**config.mk**
```make
export PLATFORM = sky130hd
export DESIGN_NAME = ac_compressor_sequencer
export DESIGN_NICKNAME = d
export VERILOG_FILES = /design/src/rtl/ac_compressor_sequencer.sv
export SDC_FILE = /design/constraint.sdc
export NUM_CORES = 1
export LEC_CHECK = 0
export BUFFER_PORTS_ARGS = -buffer_cell sky130_fd_sc_hd__buf_2
export CAP_MARGIN = 20
export CELL_PAD_IN_SITES_DETAIL_PLACEMENT = 1
export CELL_PAD_IN_SITES_GLOBAL_PLACEMENT = 1
export CORE_ASPECT_RATIO = 0.9
export CORE_UTILIZATION = 38
export CTS_BUF_LIST = sky130_fd_sc_hd__clkbuf_4 sky130_fd_sc_hd__clkbuf_8 sky130_fd_sc_hd__clkbuf_16
export DETAILED_ROUTE_END_ITERATION = 10
export HOLD_SLACK_MARGIN = 0.03
export PLACE_DENSITY = 0.72
export REMOVE_ABC_BUFFERS = 1
export SLEW_MARGIN = 20
export SYNTH_ARGS = -nofsm -noshare
export SYNTH_HDL_FRONTEND = slang
export SYNTH_SLANG_ARGS = --single-unit
```
**constraint.sdc**
```tcl
create_clock -name clk -period 4.7 [get_ports clk]
set_input_delay 1.175 -clock clk [delete_from_list [all_inputs] [get_ports clk]]
set_output_delay 1.175 -clock clk [all_outputs]
set_load 0.005 [all_outputs]
```
**src/rtl/ac_compressor_sequencer.sv**
```systemverilog
// Compressor/fan sequencer: pre-start, minimum on-time, run-down, restart lockout, fan ramp.
// Latency: decisions take effect on the edge that samples the inputs; the fan steps every RAMP_CYCLES.
// No backpressure; clk/reset in, mode + measured/setpoint temperatures in, compressor_on/fan_speed/seq_state out.
module ac_compressor_sequencer #(
    parameter int PRESTART_CYCLES = 4,
    parameter int MIN_ON_CYCLES   = 16,
    parameter int RUNDOWN_CYCLES  = 8,
    parameter int LOCKOUT_CYCLES  = 32,
    parameter int RAMP_CYCLES     = 2,
    parameter int HYST            = 2
) (
    input  logic       clk,
    input  logic       reset,
    input  logic [1:0] mode_select,
    input  logic [6:0] temperature,
    input  logic [6:0] temperature_registered,
    output logic       compressor_on,
    output logic [2:0] fan_speed,
    output logic [2:0] seq_state
);

    localparam logic [2:0] S_IDLE     = 3'd0;
    localparam logic [2:0] S_PRESTART = 3'd1;
    localparam logic [2:0] S_RUN      = 3'd2;
    localparam logic [2:0] S_RUNDOWN  = 3'd3;
    localparam logic [2:0] S_LOCKOUT  = 3'd4;

    localparam int CW = 16;
    localparam logic [CW-1:0] PRE_LAST  = CW'(PRESTART_CYCLES - 1);
    localparam logic [CW-1:0] MIN_LAST  = CW'(MIN_ON_CYCLES - 1);
    localparam logic [CW-1:0] RD_LAST   = CW'(RUNDOWN_CYCLES - 1);
    localparam logic [CW-1:0] LO_LAST   = CW'(LOCKOUT_CYCLES - 1);
    localparam logic [CW-1:0] RAMP_LAST = CW'(RAMP_CYCLES - 1);
    localparam logic [7:0]    HYST_V    = 8'(HYST);

    logic [2:0]    state_q, state_d;
    logic [CW-1:0] cnt_q, cnt_d;
    logic [CW-1:0] ramp_q, ramp_d;
    logic [2:0]    fan_q, fan_d;
    logic          comp_q, comp_d;

    logic [7:0] temp_w, setp_w, diff;
    logic       start_demand, stop_cond, min_on_done;
    logic [2:0] run_target, fan_target;

    // Widen to 8 bits so the subtraction and compares cannot wrap.
    assign temp_w = {1'b0, temperature};
    assign setp_w = {1'b0, temperature_registered};
    assign diff   = (temp_w > setp_w) ? (temp_w - setp_w) : 8'd0;

    assign stop_cond   = (mode_select == 2'b00) || (temp_w <= setp_w);
    assign min_on_done = (cnt_q == MIN_LAST);

    always_comb begin
        start_demand = 1'b0;
        run_target   = 3'd1;
        case (mode_select)
            2'b10: begin
                start_demand = (diff >= 8'd1);
                run_target   = 3'd4;
            end
            2'b11: begin
                start_demand = (diff >= HYST_V);
                run_target   = 3'd2;
            end
            2'b01: begin
                start_demand = (diff >= HYST_V);
                if (diff <= 8'd4)      run_target = 3'd1;
                else if (diff <= 8'd6) run_target = 3'd2;
                else                   run_target = 3'd3;
            end
            default: begin
                start_demand = 1'b0;
                run_target   = 3'd1;
            end
        endcase
    end

    always_comb begin
        case (state_q)
            S_PRESTART: fan_target = 3'd1;
            S_RUN:      fan_target = run_target;
            S_RUNDOWN:  fan_target = 3'd1;
            default:    fan_target = 3'd0;
        endcase
    end

    // Sequencer: every timed state restarts the shared counter on entry.
    always_comb begin
        state_d = state_q;
        cnt_d   = cnt_q;
        case (state_q)
            S_IDLE: begin
                cnt_d = '0;
                if (start_demand) state_d = S_PRESTART;
            end
            S_PRESTART: begin
                if (!start_demand) begin
                    state_d = S_IDLE;
                    cnt_d   = '0;
                end else if (cnt_q == PRE_LAST) begin
                    state_d = S_RUN;
                    cnt_d   = '0;
                end else begin
                    cnt_d = cnt_q + 16'd1;
                end
            end
            S_RUN: begin
                // Off (mode 00) bypasses the min-on hold; a thermostat stop waits for it.
                if (stop_cond && (min_on_done || mode_select == 2'b00)) begin
                    state_d = S_RUNDOWN;
                    cnt_d   = '0;
                end else if (!min_on_done) begin
                    cnt_d = cnt_q + 16'd1;
                end
            end
            S_RUNDOWN: begin
                if (cnt_q == RD_LAST) begin
                    state_d = S_LOCKOUT;
                    cnt_d   = '0;
                end else begin
                    cnt_d = cnt_q + 16'd1;
                end
            end
            S_LOCKOUT: begin
                if (cnt_q == LO_LAST) begin
                    state_d = S_IDLE;
                    cnt_d   = '0;
                end else begin
                    cnt_d = cnt_q + 16'd1;
                end
            end
            default: begin
                state_d = S_IDLE;
                cnt_d   = '0;
            end
        endcase
    end

    // Fan ramp: the counter keeps running across target changes while out of step.
    always_comb begin
        fan_d  = fan_q;
        ramp_d = '0;
        if (fan_q != fan_target) begin
            if (ramp_q == RAMP_LAST) begin
                ramp_d = '0;
                fan_d  = (fan_q < fan_target) ? (fan_q + 3'd1) : (fan_q - 3'd1);
            end else begin
                ramp_d = ramp_q + 16'd1;
            end
        end
    end

    // Registered from the next state so the output is a clean flop.
    assign comp_d = (state_d == S_RUN);

    always_ff @(posedge clk) begin
        if (reset) begin
            state_q <= S_IDLE;
            cnt_q   <= '0;
            ramp_q  <= '0;
            fan_q   <= 3'd0;
            comp_q  <= 1'b0;
        end else begin
            state_q <= state_d;
            cnt_q   <= cnt_d;
            ramp_q  <= ramp_d;
            fan_q   <= fan_d;
            comp_q  <= comp_d;
        end
    end

    assign compressor_on = comp_q;
    assign fan_speed     = fan_q;
    assign seq_state     = state_q;

endmodule
```
* After elaboration in Yosys (flattened, before gate mapping) *
Cells that the tools add are included.

operators by class
  add/subtract/negate cells = 5
  bitwise logic cells = 1
  equal/unequal tests = 15
  $lt $le $gt $ge = 7
  reduce and logical (&&, ||, !) cells = 9
  mux-type cells = 21

operators by type and width
  kind                     number
  $mux W16                 6
  $pmux W16 S4             1
  $add A16 B1 Y16 const B  2
  $mux W3                  7
  $eq A16 B1 Y1 const B    1
  $eq A16 B2 Y1 const B    1
  $eq A16 B3 Y1 const B    1
  $eq A16 B4 Y1 const B    1
  $eq A16 B5 Y1 const B    1
  $le A8 B3 Y1 const B     2
  $pmux W3 S5              1
  $eq A3 B2 Y1 const B     3
  $pmux W3 S3              1
  $ge A8 B1 Y1 const B     1
  $ge A8 B2 Y1 const B     1
  $mux W8                  1
  $sub A7 B7 Y8            1
  $gt A7 B7 Y1             1
  $le A7 B7 Y1             1
  $pmux W3 S2              1
  $eq A2 B2 Y1 const B     2
  $reduce_or A2 Y1         2
  $add A3 B1 Y3 const B    1
  $eq A3 B1 Y1 const B     1
  other kinds (16)         17

storage, ports and cells
  output and inout port bits = 7
  bits of input ports = 18
  logic and storage cells = 63
  flip-flop bits (word level) = 39

* Depth between registers and ports, before layout *
  depth after elaboration = 10
  mapped depth = 19
  gate-level depth less buffers = 19

* Worst setup path before layout *
No wires, ideal clock.

  path type = in2reg
  start = input port temperature[0]
  end = register fan_q[2] (netlist: fan_speed[2])
  data arrival time = 4.679 ns
  data required time = 4.573 ns
  stages on the path = 19
  setup time = 0.127 ns
  buffers on the path = 0
  path slack = -0.107 ns
  cell sequence = inv_1 > ha_1 > inv_1 > fa_1 > and3_1 > or4_1 > a211oi_2 > o211ai_1 > a21oi_1 > o41a_1 > ha_1 > nor2b_1 > o21ai_0 > nand2_1 > fa_1 > and3_1 > o21a_1 > xnor2_1 > nor2_1

between the ends
  cells in the longest elaborated chain, start to end = 9
  elaborated cells between the ends (all ways) = 13
  those cells by class = 1 x add/sub; 4 x order compare; 1 x eq/ne; 6 x mux; 1 x reduce/logical

ends and longest elaborated chain
  element                                               line      source
  start: declaration                                    15        input logic [6:0] temperature,
  $sub A7 B7 Y8 / $gt A7 B7 Y1 (equally long branches)  49        assign diff = (temp_w > setp_w) ? (temp_w - setp_w) : 8'd0;
  $mux W8 *                                             49
  $le A8 B3 Y1                                          69        else if (diff <= 8'd6) run_target = 3'd2;
  $mux W1                                               69
  $mux W2 *                                             68        if (diff <= 8'd4) run_target = 3'd1;
  $pmux W3 S3 *                                         57        case (mode_select)
  $pmux W3 S2 *                                         80        case (state_q)
  $lt A3 B3 Y1 / $ne A3 B3 Y1 (equally long branches)   147, 144
  $mux W3 / $reduce_and A2 Y1 (equally long branches)   --
  end signal: assignment                                168       fan_q <= fan_d;
  end: declaration                                      39        logic [2:0] fan_q, fan_d;

Mark *: on every way between the ends. The rest lies on a longest branch, timed or not.
A chain may end at the register's enable or synchronous reset.

* Worst setup path in the final report *
Same ends and word-level chain as after synthesis.

==> results.ini <==
[drt]
wl_met2_um=3444
avgRoutedWirePerCell_um=15.47
drcViolationCount=0
routed_wl_um=7024
viasPerCell=5.544
dr_wl_met3_um=139
drtAntennaViolNets=0
first_pass_iters=4
via_count=2517
drt_iter0_markers=83
wl_met1_um=3365
top_layer=met4

[yosys]
synth_cell_type_count=69
seq_area_frac_synth_pct=28.73
synth.most_common_cell=dfxtp_1
synthTopCellsByArea=dfxtp_1 29%, ha_1 6.0%, xor2_1 5.5%, nor2_1 5.2%, a211oi_2 4.6%
synth-async-reset-ratio_pct=0
synthTopCellsByCount=39 x dfxtp_1, 38 x nor2_1, 27 x nand2_1, 17 x xor2_1
synth_area_sq_um=2718
netlist.area_leader.share_pct=28.73
ys_ff_latch=39
synth_cells=322
syn_area_per_cell_sq_um=8.440
yosysWarningCount=0
synth_edf_count=0
ys.flop_type=dfxtp_1
yosysTopAreaCell=dfxtp_1

[power]
switching_power_mw=0.2113
ir_drop_mv=0.1480
power_density_nw_per_um2=244.5
power_mw=0.7824
leakage_nw=1.162
pwr-share-comb_pct=18.0
p_int_mw=0.5711
netSwitchingFraction_pct=27.00
p_seq_share_pct=43.0
clock_power_share_pct=39.0

[worst_setup_path]
crit_path_start_kind=primary input
crit_required_ps=4900
cp_max_fo=3
cpMaxStageDelayCell=or4_4
cp-startpoint=temperature[0]
crit_family=adder cells
arrival_ps=4770
worst_setup_path_end_kind=register
cp_cell_sequence=buf_6 > inv_2 > ha_4 > inv_2 > fa_2 > and3_4 > or4_4 > a211oi_2 > o211ai_1 > a21oi_1 > o41a_1 > ha_1 > nor2b_4 > o21ai_2 > nand2_2 > fa_2 > and3_4 > o21a_1 > xnor2_1 > nor2_1
r2r_start=seq_state[1]$_SDFF_PP0_
critPathKind=primary input to register
cp_slowest_stage_delay_ps=480
cp_num_buf_inv=3

[sta]
holdWs_ps=488.6
tns_ps=0
min_period_ps=4567
max_slew_margin_pct=64.74
maxSlewViolCount=0
fmax_mhz=219.0
skew_ps=10.56
finalHoldViolations=0
setup_viol=0
timing.final.crit_share_pct=97.17
worstMarginPinSlew_ps=527.9

[die]
die-area_sq_um=7494
ios=25
chipHeight_um=82.23
fp-row-count=28
core_area_sq_um=6726
start_util_pct=40.40
fp.dieW_um=91.14

[placement]
dp.cells=445
placed_cell_area_sq_um=3020
place_congestion=0.8630
hpwl_um=5281
numPortBuffers=24

[min_path]
min-delay-start=ramp_q[0]$_SDFF_PP0_
hold_path.class=register to register

[clock_tree]
clockBufferDepth=2
clk_pin_slew_ps=90
h-tree-depth=2
hold_buffers=0
insertion_delay_ps=300
cts_tree=built
cts_inserted_buffers=5
cts-root-buf=clkbuf_8
cts_sinks=39

[global_route]
grt-ovfl-total=0
grt_max_degree=17
first_global_vias=2474
antenna_found_initial=0
grt_use_total_pct=19.34
grt_pass1_wl_um=11590

[outcome]
status=finished, final reports clean

[finish]
finalNetCount=396
finalNonFillerCells=454
area_delta_synth_final_pct=17.77
final_cell_area_sq_um=3201
antenna_cells=0
layout-drive-gt1-share_pct=25.82
fillerInstances=855

[flow_run]
drv_cap=0

[cell usage in the layout, fill, tap and decap left out, types with 10 or more instances in the layout]
cell	instances
nand2_1	26
nor2_1	38
buf_2	23
xor2_1	17
a21oi_1	16
xnor2_1	11
ha_1	12
buf_4	19
nand3_1	16
inv_1	14
dfxtp_1	39
a211oi_2	10
[final timing paths]
check,to,slack [ps],cells past startpoint
hold reg to reg,ramp_q[0]$_SDFF_PP0_,490,1
setup reg to reg,fan_speed[2]$_SDFFE_PP0P_,1520,11
hold / removal,ramp_q[0]$_SDFF_PP0_,490,1
setup / recovery,fan_speed[2]$_SDFFE_PP0P_,130,20
[routing by layer]
metal	global-route usage [%]	vias up
met5	0	-
met2	34.70	29
li1	-	1248
met1	24.33	1232
met3	2.747	8
met4	6.032	0
[registers in the layout, indices dropped and copies added (netlist names)]
signal,flops
compressor_on,1
ramp_q,16
cnt_q,16
seq_state,3
fan_speed,3
[cell families (layout without fill, tap and decap cells)]
| kind of cell | Yosys count | after routing | synth area share [%] |
|---|---|---|---|
| simple gates | 141 | 141 | 27.86 |
| fa+ha+maj | 15 | 15 | 7.459 |
| compound gates | 73 | 73 | 21.96 |
| flops | 39 | 39 | 28.73 |
| buf+inv | 25 | 67 | 4.604 |
| xor+xnor | 28 | 28 | 9.024 |
| mux | 1 | 1 | 0.3683 |
[power by group through the flow]
stage                     sequential [mW]  combinational [mW]  clock (mW)
after global routing                0.337               0.155       0.325
after global placement              0.344               0.128           0
after detailed placement            0.344               0.131           0
after floorplan                     0.343              0.0806           0
final                               0.336               0.141       0.305
after CTS                           0.336               0.132       0.310
[metrics by stage]
| stage | utilization, % | setup WS (ps) |
|---|---|---|
| floorplan | - | -94.11 |
| global placement | 44.90 | -230.2 |
| detailed placement | 44.90 | -332.7 |
| CTS | 46.71 | 52.47 |
| global route | 47.58 | -40.45 |
| finish | 47.58 | 132.9 |
[timing repair]
| item | in CTS | in global routing |
|---|---|---|
| resized for setup | 1 | 14 |
| setup endpoints to repair | 1 | 2 |
| setup buffers | 0 | 1 |
| pin swaps | 0 | 13 |
[cell type report]
| type | instances | area, sq um | share of cell area, % |
|---|---|---|---|
| multi-input combinational | 258 | 1857 | 58.01 |
| sequential | 39 | 780.7 | 24.39 |
| timing repair buffer | 43 | 269.0 | 8.405 |
| tap | 90 | 112.6 | 3.518 |
| clock buffer | 6 | 82.58 | 2.580 |
| inverter | 16 | 60.06 | 1.876 |
| clock inverter | 2 | 38.79 | 1.212 |
Power figures use the tool's default switching activity.
